===== src/rtl/regbank_pkg.sv =====
// Shared definitions for the register-bank write-port sharing logic:
// bank geometry, requester indices and the write request record.
package regbank_pkg;
    localparam int REG_ADDR_W = 5;
    localparam int REG_DATA_W = 32;
    localparam logic [REG_ADDR_W-1:0] REG_ZERO = 5'd0;

    localparam int REQ_ALU = 0;
    localparam int REQ_MEM = 1;

    typedef struct packed {
        logic                  valid;
        logic [REG_ADDR_W-1:0] addr;
        logic [REG_DATA_W-1:0] data;
    } wr_req_t;
endpackage


===== src/rtl/regbank_write_arbiter_if.sv =====
// Bus bundle between the writeback requesters, the bank write port and
// the read-address forwarding path.
interface regbank_write_arbiter_if
    import regbank_pkg::*;
#(
    parameter int DATA_W = REG_DATA_W,
    parameter int ADDR_W = REG_ADDR_W
);
    logic              req0_valid;
    logic [ADDR_W-1:0] req0_addr;
    logic [DATA_W-1:0] req0_data;
    logic              req0_ready;
    logic              req1_valid;
    logic [ADDR_W-1:0] req1_addr;
    logic [DATA_W-1:0] req1_data;
    logic              req1_ready;

    logic              regWriteEnable;
    logic [ADDR_W-1:0] regWriteAddr;
    logic [DATA_W-1:0] regWriteData;

    logic [ADDR_W-1:0] regAddr_1;
    logic [ADDR_W-1:0] regAddr_2;
    logic              fwdValid_1;
    logic              fwdValid_2;
    logic [DATA_W-1:0] fwdData_1;
    logic [DATA_W-1:0] fwdData_2;

    modport master (
        output req0_valid, req0_addr, req0_data, req1_valid, req1_addr, req1_data,
        output regAddr_1, regAddr_2,
        input  req0_ready, req1_ready, regWriteEnable, regWriteAddr, regWriteData,
        input  fwdValid_1, fwdValid_2, fwdData_1, fwdData_2
    );

    modport slave (
        input  req0_valid, req0_addr, req0_data, req1_valid, req1_addr, req1_data,
        input  regAddr_1, regAddr_2,
        output req0_ready, req1_ready, regWriteEnable, regWriteAddr, regWriteData,
        output fwdValid_1, fwdValid_2, fwdData_1, fwdData_2
    );
endinterface


===== src/rtl/rr_arbiter2.sv =====
// Two-way round-robin grant; the pointer records the last accepted
// requester and only moves on an accept strobe.
module rr_arbiter2
    import regbank_pkg::*;
(
    input  logic       clk,
    input  logic       rst,
    input  logic       enable_i,
    input  logic [1:0] req_i,
    input  logic       accept_i,
    output logic [1:0] grant_o,
    output logic       last_o
);
    logic last_q;
    logic last_d;

    // On contention the requester that did not win last time is served.
    always_comb begin
        grant_o = 2'b00;
        if (enable_i) begin
            if (req_i == 2'b11) begin
                grant_o[REQ_ALU] = last_q;
                grant_o[REQ_MEM] = ~last_q;
            end else begin
                grant_o = req_i;
            end
        end
    end

    always_comb begin
        last_d = last_q;
        if (accept_i) begin
            last_d = grant_o[REQ_MEM];
        end
    end

    always_ff @(posedge clk) begin
        if (!rst) begin
            last_q <= 1'b1;
        end else begin
            last_q <= last_d;
        end
    end

    assign last_o = last_q;
endmodule


===== src/rtl/regbank_write_arbiter.sv =====
// Shares the register-bank write port between the ALU and memory writeback
// paths, with a registered write stage, in-flight forwarding and a debug counter.
module regbank_write_arbiter
    import regbank_pkg::*;
#(
    parameter int DATA_W = REG_DATA_W,
    parameter int ADDR_W = REG_ADDR_W,
    parameter int CNT_W  = 16
)(
    input  logic                   clk,
    input  logic                   rst,
    input  logic                   stall_i,
    regbank_write_arbiter_if.slave bus,
    output logic                   last_grant_o,
    output logic [CNT_W-1:0]       write_count_o
);
    logic [1:0]        req;
    logic [1:0]        grant;
    logic              xfer;
    logic [ADDR_W-1:0] sel_addr;
    logic [DATA_W-1:0] sel_data;

    logic              we_q, we_d;
    logic [ADDR_W-1:0] waddr_q, waddr_d;
    logic [DATA_W-1:0] wdata_q, wdata_d;
    logic [CNT_W-1:0]  cnt_q, cnt_d;
    logic              fwd1, fwd2;

    assign req = {bus.req1_valid, bus.req0_valid};

    rr_arbiter2 u_arb (
        .clk      (clk),
        .rst      (rst),
        .enable_i (rst & ~stall_i),
        .req_i    (req),
        .accept_i (xfer),
        .grant_o  (grant),
        .last_o   (last_grant_o)
    );

    // A grant is only ever issued to a valid requester, so any grant is a transfer.
    assign xfer           = |grant;
    assign bus.req0_ready = grant[REQ_ALU];
    assign bus.req1_ready = grant[REQ_MEM];

    always_comb begin
        sel_addr = grant[REQ_MEM] ? bus.req1_addr : bus.req0_addr;
        sel_data = grant[REQ_MEM] ? bus.req1_data : bus.req0_data;
        we_d     = 1'b0;
        waddr_d  = waddr_q;
        wdata_d  = wdata_q;
        if (xfer) begin
            we_d    = (sel_addr != '0);
            waddr_d = sel_addr;
            wdata_d = sel_data;
        end
        cnt_d = cnt_q;
        if (we_q && (cnt_q != '1)) begin
            cnt_d = cnt_q + CNT_W'(1);
        end
    end

    always_ff @(posedge clk) begin
        if (!rst) begin
            we_q    <= 1'b0;
            waddr_q <= '0;
            wdata_q <= '0;
            cnt_q   <= '0;
        end else begin
            we_q    <= we_d;
            waddr_q <= waddr_d;
            wdata_q <= wdata_d;
            cnt_q   <= cnt_d;
        end
    end

    assign fwd1 = we_q && (waddr_q == bus.regAddr_1);
    assign fwd2 = we_q && (waddr_q == bus.regAddr_2);

    assign bus.regWriteEnable = we_q;
    assign bus.regWriteAddr   = waddr_q;
    assign bus.regWriteData   = wdata_q;
    assign bus.fwdValid_1     = fwd1;
    assign bus.fwdValid_2     = fwd2;
    assign bus.fwdData_1      = fwd1 ? wdata_q : '0;
    assign bus.fwdData_2      = fwd2 ? wdata_q : '0;
    assign write_count_o      = cnt_q;
endmodule

===== src/flat_wrapper.sv =====
// flat-port wrapper written by rule: the top's interface ports become plain ports
module regbank_write_arbiter_flat import regbank_pkg::*;
#(
    parameter int DATA_W = REG_DATA_W,
    parameter int ADDR_W = REG_ADDR_W,
    parameter int CNT_W  = 16
)
  (clk, rst, stall_i, last_grant_o, write_count_o, bus_req0_valid, bus_req0_addr, bus_req0_data, bus_req1_valid, bus_req1_addr, bus_req1_data, bus_regAddr_1, bus_regAddr_2, bus_req0_ready, bus_req1_ready, bus_regWriteEnable, bus_regWriteAddr, bus_regWriteData, bus_fwdValid_1, bus_fwdValid_2, bus_fwdData_1, bus_fwdData_2);
  regbank_write_arbiter_if #(.DATA_W(DATA_W), .ADDR_W(ADDR_W)) bus_i ();
  input  logic clk;
  input  logic rst;
  input  logic stall_i;
  output logic last_grant_o;
  output logic [CNT_W-1:0] write_count_o;
  input wire logic [$bits(bus_i.req0_valid)-1:0] bus_req0_valid;
  input wire logic [$bits(bus_i.req0_addr)-1:0] bus_req0_addr;
  input wire logic [$bits(bus_i.req0_data)-1:0] bus_req0_data;
  input wire logic [$bits(bus_i.req1_valid)-1:0] bus_req1_valid;
  input wire logic [$bits(bus_i.req1_addr)-1:0] bus_req1_addr;
  input wire logic [$bits(bus_i.req1_data)-1:0] bus_req1_data;
  input wire logic [$bits(bus_i.regAddr_1)-1:0] bus_regAddr_1;
  input wire logic [$bits(bus_i.regAddr_2)-1:0] bus_regAddr_2;
  output wire logic [$bits(bus_i.req0_ready)-1:0] bus_req0_ready;
  output wire logic [$bits(bus_i.req1_ready)-1:0] bus_req1_ready;
  output wire logic [$bits(bus_i.regWriteEnable)-1:0] bus_regWriteEnable;
  output wire logic [$bits(bus_i.regWriteAddr)-1:0] bus_regWriteAddr;
  output wire logic [$bits(bus_i.regWriteData)-1:0] bus_regWriteData;
  output wire logic [$bits(bus_i.fwdValid_1)-1:0] bus_fwdValid_1;
  output wire logic [$bits(bus_i.fwdValid_2)-1:0] bus_fwdValid_2;
  output wire logic [$bits(bus_i.fwdData_1)-1:0] bus_fwdData_1;
  output wire logic [$bits(bus_i.fwdData_2)-1:0] bus_fwdData_2;
  assign bus_i.req0_valid = bus_req0_valid;
  assign bus_i.req0_addr = bus_req0_addr;
  assign bus_i.req0_data = bus_req0_data;
  assign bus_i.req1_valid = bus_req1_valid;
  assign bus_i.req1_addr = bus_req1_addr;
  assign bus_i.req1_data = bus_req1_data;
  assign bus_i.regAddr_1 = bus_regAddr_1;
  assign bus_i.regAddr_2 = bus_regAddr_2;
  assign bus_req0_ready = bus_i.req0_ready;
  assign bus_req1_ready = bus_i.req1_ready;
  assign bus_regWriteEnable = bus_i.regWriteEnable;
  assign bus_regWriteAddr = bus_i.regWriteAddr;
  assign bus_regWriteData = bus_i.regWriteData;
  assign bus_fwdValid_1 = bus_i.fwdValid_1;
  assign bus_fwdValid_2 = bus_i.fwdValid_2;
  assign bus_fwdData_1 = bus_i.fwdData_1;
  assign bus_fwdData_2 = bus_i.fwdData_2;
  regbank_write_arbiter #(.DATA_W(DATA_W), .ADDR_W(ADDR_W), .CNT_W(CNT_W)) u_core (.clk(clk), .rst(rst), .stall_i(stall_i), .bus(bus_i), .last_grant_o(last_grant_o), .write_count_o(write_count_o));
endmodule

===== config.mk =====
export PLATFORM = sky130hd
export DESIGN_NAME = regbank_write_arbiter_flat
export DESIGN_NICKNAME = d
export VERILOG_FILES = /design/src/rtl/regbank_pkg.sv /design/src/rtl/regbank_write_arbiter_if.sv /design/src/rtl/rr_arbiter2.sv /design/src/rtl/regbank_write_arbiter.sv /design/src/flat_wrapper.sv
export SDC_FILE = /design/constraint.sdc
export NUM_CORES = 1
export LEC_CHECK = 0
export BUFFER_PORTS_ARGS = -buffer_cell sky130_fd_sc_hd__buf_2
export CAP_MARGIN = 10
export CORE_MARGIN = 3
export CORE_UTILIZATION = 45
export CTS_BUF_LIST = sky130_fd_sc_hd__clkbuf_4
export DETAILED_ROUTE_END_ITERATION = 16
export PLACE_DENSITY = 0.82
export SETUP_SLACK_MARGIN = 0.4
export SYNTH_ARGS = -nofsm -noshare
export SYNTH_HDL_FRONTEND = slang
export SYNTH_SLANG_ARGS = --single-unit

===== constraint.sdc =====
create_clock -name clk -period 3 [get_ports clk]
set_clock_uncertainty 0.05 [all_clocks]
set_input_delay 0.15 -clock clk [delete_from_list [all_inputs] [get_ports clk]]
set_output_delay 0.15 -clock clk [all_outputs]
set_load 0.05 [all_outputs]

* Word level (Yosys, flattened, before mapping)
Index checks and enable logic that the tools add are counted.
Word-level totals: input bits 89, register bits after elaboration 55
Cells by class: equality and inequality tests 4, reduce and logical (&&, ||, !) cells 6, mux-type cells 6, $add $sub $neg 1, bitwise logic cells 3
Operators by type and width (count):
- $mux 32 | 3
- $add 16x1->16 const B | 1
- $ne 16x16->1 const B | 1
- $eq 5x5->1 | 2
- $mux 5 | 1
- $reduce_bool 5->1 | 1
- $mux 2 | 2
- $logic_and 1x1->1 | 3
- $eq 2x2->1 const B | 1
- $not 1->1 | 2
- $reduce_and 2->1 | 1
- $reduce_or 2->1 | 1
- $and 1x1->1 | 1

* Depth between registers and ports, before layout
Gate-level depths: netlist of the first run.
depth after elaboration 5, depth in mapped cells 5

* Cells and area by module
A second synthesis of the first run with hierarchy kept.
Second synthesis, totals: cell total of the unflattened synthesis 405, area total of the unflattened synthesis 3150.5 um2
By module, submodules not included:
- regbank_write_arbiter | seq. area each 1081.0 um2, area an instance 3075.4 um2, cells an instance 395, times used 1
- rr_arbiter2 | seq. area each 20.0 um2, area an instance 75.1 um2, cells an instance 10, times used 1

* Least setup slack after synthesis of the first run
Ideal clock, no wire load.
kind reg2out, start register u_core.waddr_q[0], in the netlist u_core.bus.regWriteAddr[0], end output bus_fwdData_1[22], arrival 2079 ps, stages on the path, launching flop included 6, buffers on the path 1, slack 721 ps, cell sequence dfxtp_1 > xor2_1 > nor4_1 > and3_1 > buf_2 > and2_1
On the way: word-level cells in the longest chain between the ends 3
RTL lines:
- from (decl) | line regbank_write_arbiter.sv:24 | logic [ADDR_W-1:0] waddr_q, waddr_d;
- from (signal assigned) | line regbank_write_arbiter.sv:71 | waddr_q <= waddr_d;
- $eq 5x5->1 | line regbank_write_arbiter.sv:77 | assign fwd1 = we_q && (waddr_q == bus.regAddr_1);
- $logic_and 1x1->1 | line regbank_write_arbiter.sv:77
- named net bus_fwdValid_1 | line flat_wrapper.sv:28 | output wire logic [$bits(bus_i.fwdValid_1)-1:0] bus_fwdValid_1;
- $mux 32 | line regbank_write_arbiter.sv:85 | assign bus.fwdData_1 = fwd1 ? wdata_q : '0;
- to (decl) | line flat_wrapper.sv:30 | output wire logic [$bits(bus_i.fwdData_1)-1:0] bus_fwdData_1;
The timed path passes the listed nets, and every way through them passes these cells.

* Worst setup path in the final report of the first run
start register u_core.waddr_q[0], in the netlist u_core.bus.regWriteAddr[0], end output bus_fwdData_2[29]
On the way: word-level cells in the longest chain between the ends 3
RTL lines:
- $eq 5x5->1 | line regbank_write_arbiter.sv:78 | assign fwd2 = we_q && (waddr_q == bus.regAddr_2);
- $logic_and 1x1->1 | line regbank_write_arbiter.sv:78
- $mux 32 | line regbank_write_arbiter.sv:86 | assign bus.fwdData_2 = fwd2 ? wdata_q : '0;
- to (decl) | line flat_wrapper.sv:31 | output wire logic [$bits(bus_i.fwdData_2)-1:0] bus_fwdData_2;
No other way between the ends.

==> flow_summary_export.csv, run 1 <==
group,metric,value,unit
worst_setup_path,cp.arrival,2.26,ns
detailed_routing,totalWireLength,10.5,mm
yosys,syn_avg_cell_area,8.50,um2
die,pin_count,212,
sta,fmax,406,MHz
final_layout,final_layout_size_suffix_gt1_share,40.0,%
place,dp_worst_setup_slack,0.919,ns
sta,fin_setup_tns,0,ns
sta,slew_violations,0,
clock_network,root_buffer,"clkbuf_4",
die,die_w,88.5,um
worst_setup_path,critPathMaxStageDelay,0.38,ns
final_layout,final_net_count,679,
detailed_routing,wire_per_inst,15.7,um
worst_hold_path,hold_class,"input pin to register",
job,cap_violations,0,
yosys,netlist_instances,360,
worst_setup_path,cp_max_fo,26,
die,core,6460,um2
yosys,yosysTopAreaCellShare,36.0,%
global_route,grt_util_met3,4.84,%
worst_setup_path,endpoint_kind,"primary output",
yosys,synth_warnings,0,
sta,hold_viol,0,
die,rows,29,
clock_network,cts_tree,"yes",
detailed_routing,drc,0,
power_and_ir_drop,total_power,1.59,mW
global_route,antenna_found_initial,0,
final_layout,area_growth,48.5,%
worst_setup_path,crit_type,"register to primary output",
yosys,synth_edf_count,0,
sta,finalCritPeriodShare,82.1,%
power_and_ir_drop,power.leakage,2.29,nW
detailed_routing,viasPerCell,5.38,
clock_network,cts_buffers,5,
yosys,syn_area,3060,um2
yosys,synth_fp_nets,450,
yosys,yosysTopAreaCell,"dfxtp_1",
yosys,seq_area_frac_synth,36.0,%
worst_setup_path,cpMaxStageDelayCell,"dfxtp_1",
global_route,grt_pass1_wl,15.4,mm
global_route,met1_usage,30.8,%
global_route,grt_pass1_vias,3302,
sta,setup_viol,0,
die,dieArea,7820,um2
sta,relSlewSlack,62.5,%
sta,rsz0062_at_grt,"true",
yosys,synth.area.top_cells,"dfxtp_1, and2_1, mux2i_1, a21oi_1, o21ai_0",
worst_setup_path,start_kind,"register",
place,dp_hpwl,7.74,mm
yosys,yosysUniqueCellTypes,38,
sta,setup_slack,0.537,ns
worst_setup_path,cp_cell_sequence,"xor2_1 -> nor4_1 -> and3_2 -> buf_4 -> and2_1 -> buf_2",
detailed_routing,postRouteAntennaNets,0,
global_route,grt_max_degree,35,
place,post_dp_cell_area,4180,um2
final_layout,design_area,4540,um2
detailed_routing,firstDrtPassIters,5,
global_route,top_usage_layer,"met2",
worst_setup_path,timing.critical_path.max_delay_family,"simple AND/OR/NAND/NOR gates",
outcome,status,"completed",
detailed_routing,drt_iter0_markers,145,
clock_network,clock_path_buffers,2,
place,portBuffers,211,
global_route,grtUsageTotal,25.1,%
global_route,grt-ovfl-total,0,
place,gp_congestion,0.833,
place,dp.cells,629,
final_layout,antennaDiodeCount,0,
power_and_ir_drop,peakVddDrop,175,uV
die,initial_core_util,47.4,%
yosys,synth-seq-cells,55,
sta,post-route-min-period,2.46,ns
final_layout,nFillCells,490,
worst_setup_path,critical_path_buf_inv_count,2,
clock_network,clk_pin_slew,0.16,ns
yosys,ys_async_sr_fraction,0,%
clock_network,cts_sinks,55,
clock_network,clk_latency,0.38,ns
sta,tightest_slew,0.561,ns
detailed_routing,via_count,3589,
die,die_y,88.5,um
worst_setup_path,required,2.80,ns
global_route,use_met2,43.5,%
final_layout,finalNonFillerCells,667,
yosys,synth-main-ff-cell,"dfxtp_1",
clock_network,htreeDepth,2,
power_and_ir_drop,power_per_cell_area,351,nW/um2
-- registers in the layout, indices dropped and copies added, names as in the netlist --
name                       flops
u_core.u_arb.last_o            1
u_core.bus.regWriteEnable      1
u_core.bus.regWriteAddr        5
u_core.bus.regWriteData       32
u_core.write_count_o          16
-- worst register-to-register path, stage by stage, from the launching register on --
cell           delay [ns]
dfxtp_1              0.41
inv_1                0.10
a21oi_4              0.48
buf_12               0.30
mux2i_1              0.24
a21oi_1              0.09
dlygate4sd3_1        0.59
-- final cells by class --
type	instances	area [um2]	share of cell area, %
inverters	4	15.0	0.330
clock inverters	3	38.8	0.854
flip-flops and latches	55	1100	24.2
multi-input cells	276	1850	40.7
clock buffers	5	37.5	0.826
repair buffers	247	1400	30.9
well taps	77	96.3	2.12
-- repair_timing --
action                                 4_1_cts  5_1_grt
gates resized for setup                      0        2
setup endpoints to repair                    0       54
hold buffers                                24        2
endpoints found under the hold margin       16        2
buffers inserted                             0        4
-- per-layer routing --
metal	up-vias	routed length (um)
met5	-	0
met4	0	250
met3	22	682
met2	155	5490
met1	1673	4080
li1	1739	-
-- cells by family (layout without fill, tap and decap cells) --
group / Yosys count / after routing / synth area share (%)
and+or+nand+nor: 124 / 124 / 25.2
AOI/OAI and AO/OA: 100 / 100 / 18.2
xor gates and xnor gates: 11 / 11 / 3.15
muxes: 40 / 40 / 13.1
adders and majority gates: 1 / 1 / 0.409
buffers and inverters: 29 / 259 / 3.93
DFF: 55 / 55 / 36.0
-- layout by cell type, fill, tap and decap left out, types with 9 or more instances in the layout --
cell	count
nand2_1	10
a21oi_1	42
buf_2	211
dfxtp_1	55
o21ai_0	41
xor2_1	9
buf_4	9
mux2i_1	40
dlygate4sd3_1	26
and2_1	64
-- report_power, final --
| group | switching [mW] | leakage [nW] | internal [mW] | total, mW |
|---|---|---|---|---|
| registers | 0.0392 | 0.448 | 0.765 | 0.804 |
| clock network | 0.241 | 0.0426 | 0.172 | 0.413 |
| logic | 0.234 | 1.80 | 0.142 | 0.376 |
-- path summary, 6_finish.rpt --
check | from | end | slack (ns) | depth (start not counted)
min reg2reg | u_core.write_count_o[7] | u_core.write_count_o[7] | 0.48 | 2
max reg2reg | u_core.u_arb.last_o | u_core.bus.regWriteData[29] | 0.65 | 6
min | bus_req1_data[19] | u_core.bus.regWriteData[19] | 0.004 | 3
max | u_core.bus.regWriteAddr[0] | bus_fwdData_2[29] | 0.54 | 6
-- Yosys cell counts, types with 2 or more instances --
master and number:
a21oi_1 43, nand2_1 10, a211oi_1 4, or3_1 4, and4_1 3, and3_1 3, nand4_1 4, nor3_1 4
clkbuf_1 18, buf_2 6, o21a_1 2, nand2b_1 2, o21ai_1 3, and2_1 64, mux2i_1 40, nand3_1 8
xor2_1 9, nor4_1 5, o21ai_0 41, dfxtp_1 55, nor2_1 8, or4_1 3, xnor2_1 2, o31a_1 2
inv_1 4
-- metrics by stage --
| stage | hold WS (ns) | utilization (%) |
|---|---|---|
| after floorplan | 0.241 | - |
| after global placement | 0.367 | 64.6 |
| after detailed placement | 0.354 | 64.6 |
| after CTS | 0.000679 | 69.5 |
| after global routing | 0.00371 | 70.4 |
| final | 0.00405 | 70.4 |
(Power assumes the default switching activity.)
==> inputs of run 2 (changes only) <==
ABC_AREA = 1   (was default)
CORE_UTILIZATION = 44   (was 45)
PLACE_DENSITY = 0.79   (was 0.82)
clock period = 2.35 ns   (was 3 ns; I/O delays follow)
==> flow_summary_export.csv, run 2 <==
group,metric,value,unit
worst_setup_path,cp_max_fo,21,
final_layout,nFillCells,478,
final_layout,final_layout_size_suffix_gt1_share,41.9,%
die,rows,30,
global_route,grt-ovfl-total,0,
worst_setup_path,start_kind,"register",
final_layout,layout_commonest_cell,"buf_2",
yosys,synth.area.top_cells,"dfxtp_1, nand2_1, nor2_1, inv_1, o21ai_1",
place,post_dp_cell_area,4680,um2
place,dp_worst_setup_slack,0.490,ns
yosys,synth-seq-cells,55,
sta,fmax,471,MHz
clock_network,htreeDepth,2,
power_and_ir_drop,total_power,2.15,mW
detailed_routing,wire_per_inst,17.3,um
worst_setup_path,required,2.18,ns
sta,hold_viol,0,
yosys,syn_avg_cell_area,6.07,um2
yosys,yosysUniqueCellTypes,31,
outcome,status,"completed",
die,die_w,92.0,um
sta,setup_viol,0,
place,dp_hpwl,8.78,mm
yosys,synth_edf_count,0,
detailed_routing,via_count,4640,
clock_network,clk_pin_slew,0.16,ns
detailed_routing,firstDrtPassIters,5,
yosys,yosysTopAreaCellShare,33.8,%
sta,setup_slack,0.227,ns
yosys,yosysTopAreaCell,"dfxtp_1",
yosys,synthTopCellsByCount,"nand2_1, nor2_1, inv_1, o21ai_1, dfxtp_1",
yosys,synth_fp_nets,626,
clock_network,clk_latency,0.39,ns
die,pin_count,212,
yosys,netlist_instances,536,
yosys,ys_async_sr_fraction,0,%
final_layout,design_area,5650,um2
detailed_routing,postRouteAntennaNets,0,
worst_setup_path,crit_type,"register to primary output",
sta,relSlewSlack,62.6,%
final_layout,area_growth,73.7,%
place,portBuffers,211,
yosys,synth_warnings,0,
worst_setup_path,endpoint_kind,"primary output",
die,core,6980,um2
yosys,syn_area,3250,um2
clock_network,clock_path_buffers,2,
power_and_ir_drop,peakVddDrop,234,uV
sta,tightest_slew,0.560,ns
power_and_ir_drop,power_per_cell_area,381,nW/um2
final_layout,largest_reg_flops,32,
power_and_ir_drop,power.leakage,2.61,nW
final_layout,layout_common_cells,"buf_2, nand2_1, inv_1",
worst_hold_path,hold_class,"input pin to register",
die,die_y,92.0,um
yosys,synth.most_common_cell,"nand2_1",
clock_network,cts_buffers,5,
global_route,grt_max_degree,44,
sta,finalCritPeriodShare,90.3,%
place,gp_congestion,0.907,
die,initial_core_util,46.6,%
sta,slew_violations,0,
clock_network,root_buffer,"clkbuf_4",
final_layout,fin_util,80.9,%
yosys,seq_area_frac_synth,33.8,%
final_layout,final_net_count,859,
yosys,synth-main-ff-cell,"dfxtp_1",
global_route,grt_pass1_wl,20.8,mm
clock_network,cts_sinks,55,
detailed_routing,drc,0,
sta,rsz0062_at_grt,"true",
worst_setup_path,cp.arrival,1.96,ns
global_route,grtUsageTotal,30.4,%
global_route,grt_pass1_vias,4362,
sta,fin_setup_tns,0,ns
sta,post-route-min-period,2.12,ns
global_route,antenna_found_initial,1,
detailed_routing,totalWireLength,15.0,mm
die,dieArea,8460,um2
detailed_routing,viasPerCell,5.35,
clock_network,cts_tree,"yes",
detailed_routing,drt_iter0_markers,265,
job,cap_violations,0,
==> run 2: cell types whose count changed in the layout (fill, tap and decap cells not counted), sizes merged, moves of 4 or more <==
| cell | previous run | this run |
|---|---|---|
| inv | 4 | 93 |
| nand2 | 10 | 98 |
| nor2 | 8 | 95 |
| and2 | 64 | 0 |
| mux2i | 40 | 0 |
| o21ai | 44 | 72 |
| a21oi | 43 | 52 |
| nor4 | 6 | 0 |
| dlygate4sd3 | 26 | 30 |
| or3 | 4 | 0 |
==> run 2: layout make-up <==
cell class              count  area (um2)  share of cell area [%]
inverters                  94         357                    6.31
multi-input cells         359        2020                    35.8
clock buffers               5        37.5                   0.664
diodes                      1        2.50                  0.0443
repair buffers            254        1960                    34.7
clock inverters             3        38.8                   0.687
well taps                  96         120                    2.13
flip-flops and latches     55        1110                    19.7
==> run 2: kinds of logic (layout without fill, tap and decap cells) <==
kind of cell | Yosys count | after routing | synth area share [%]
other | 0 | 1 | 0
DFF | 55 | 55 | 33.8
AOI/OAI and AO/OA | 130 | 130 | 20.7
buffers and inverters | 122 | 356 | 15.2
and+or+nand+nor | 219 | 219 | 27.5
xor gates and xnor gates | 9 | 9 | 2.42
adders and majority gates | 1 | 1 | 0.385
==> run 2: metal layers <==
layer / part of all wire [%] / GRT usage [%]
met5: 0 / 0
met3: 8.8 / 6.23
met2: 52 / 57.9
met4: 5.3 / 14.1
met1: 34 / 31.5
==> run 2: power by group <==
| part | switching (mW) | total [mW] | internal, mW |
|---|---|---|---|
| sequential | 0.0460 | 1.02 | 0.977 |
| combinational | 0.412 | 0.609 | 0.197 |
| clock | 0.303 | 0.523 | 0.219 |
==> run 2: final timing paths <==
path | startpoint | to | slack [ns] | depth (start not counted)
hold reg to reg | u_core.bus.regWriteData[28] | u_core.bus.regWriteData[28] | 0.45 | 2
setup reg to reg | u_core.u_arb.last_o | u_core.bus.regWriteData[13] | 0.43 | 6
hold / removal | bus_req1_data[26] | u_core.bus.regWriteData[26] | 0.008 | 3
setup / recovery | u_core.bus.regWriteAddr[3] | bus_fwdData_1[20] | 0.23 | 6
==> run 2: metrics by stage <==
stage	cells	hold slack, ns
after floorplan	536	0.198
after global placement	823	0.341
after detailed placement	823	0.347
after CTS	864	0.00364
after global routing	867	0.0135
final	867	0.00769
==> run 2: worst max-delay path: stages, from the launching register on <==
cell      delay [ns]
dfxtp_2         0.39
xor2_1          0.18
a211oi_2        0.30
nand3_4         0.14
buf_12          0.22
nor2_4          0.16
buf_6           0.18
==> run 2: what timing repair did <==
item,in CTS,in global routing
pin swaps,0,1
cloned,1,2
setup buffers,2,0
resized for setup,95,68
setup endpoints to repair,66,79
endpoints found under the hold margin,30,0
hold buffers,30,0
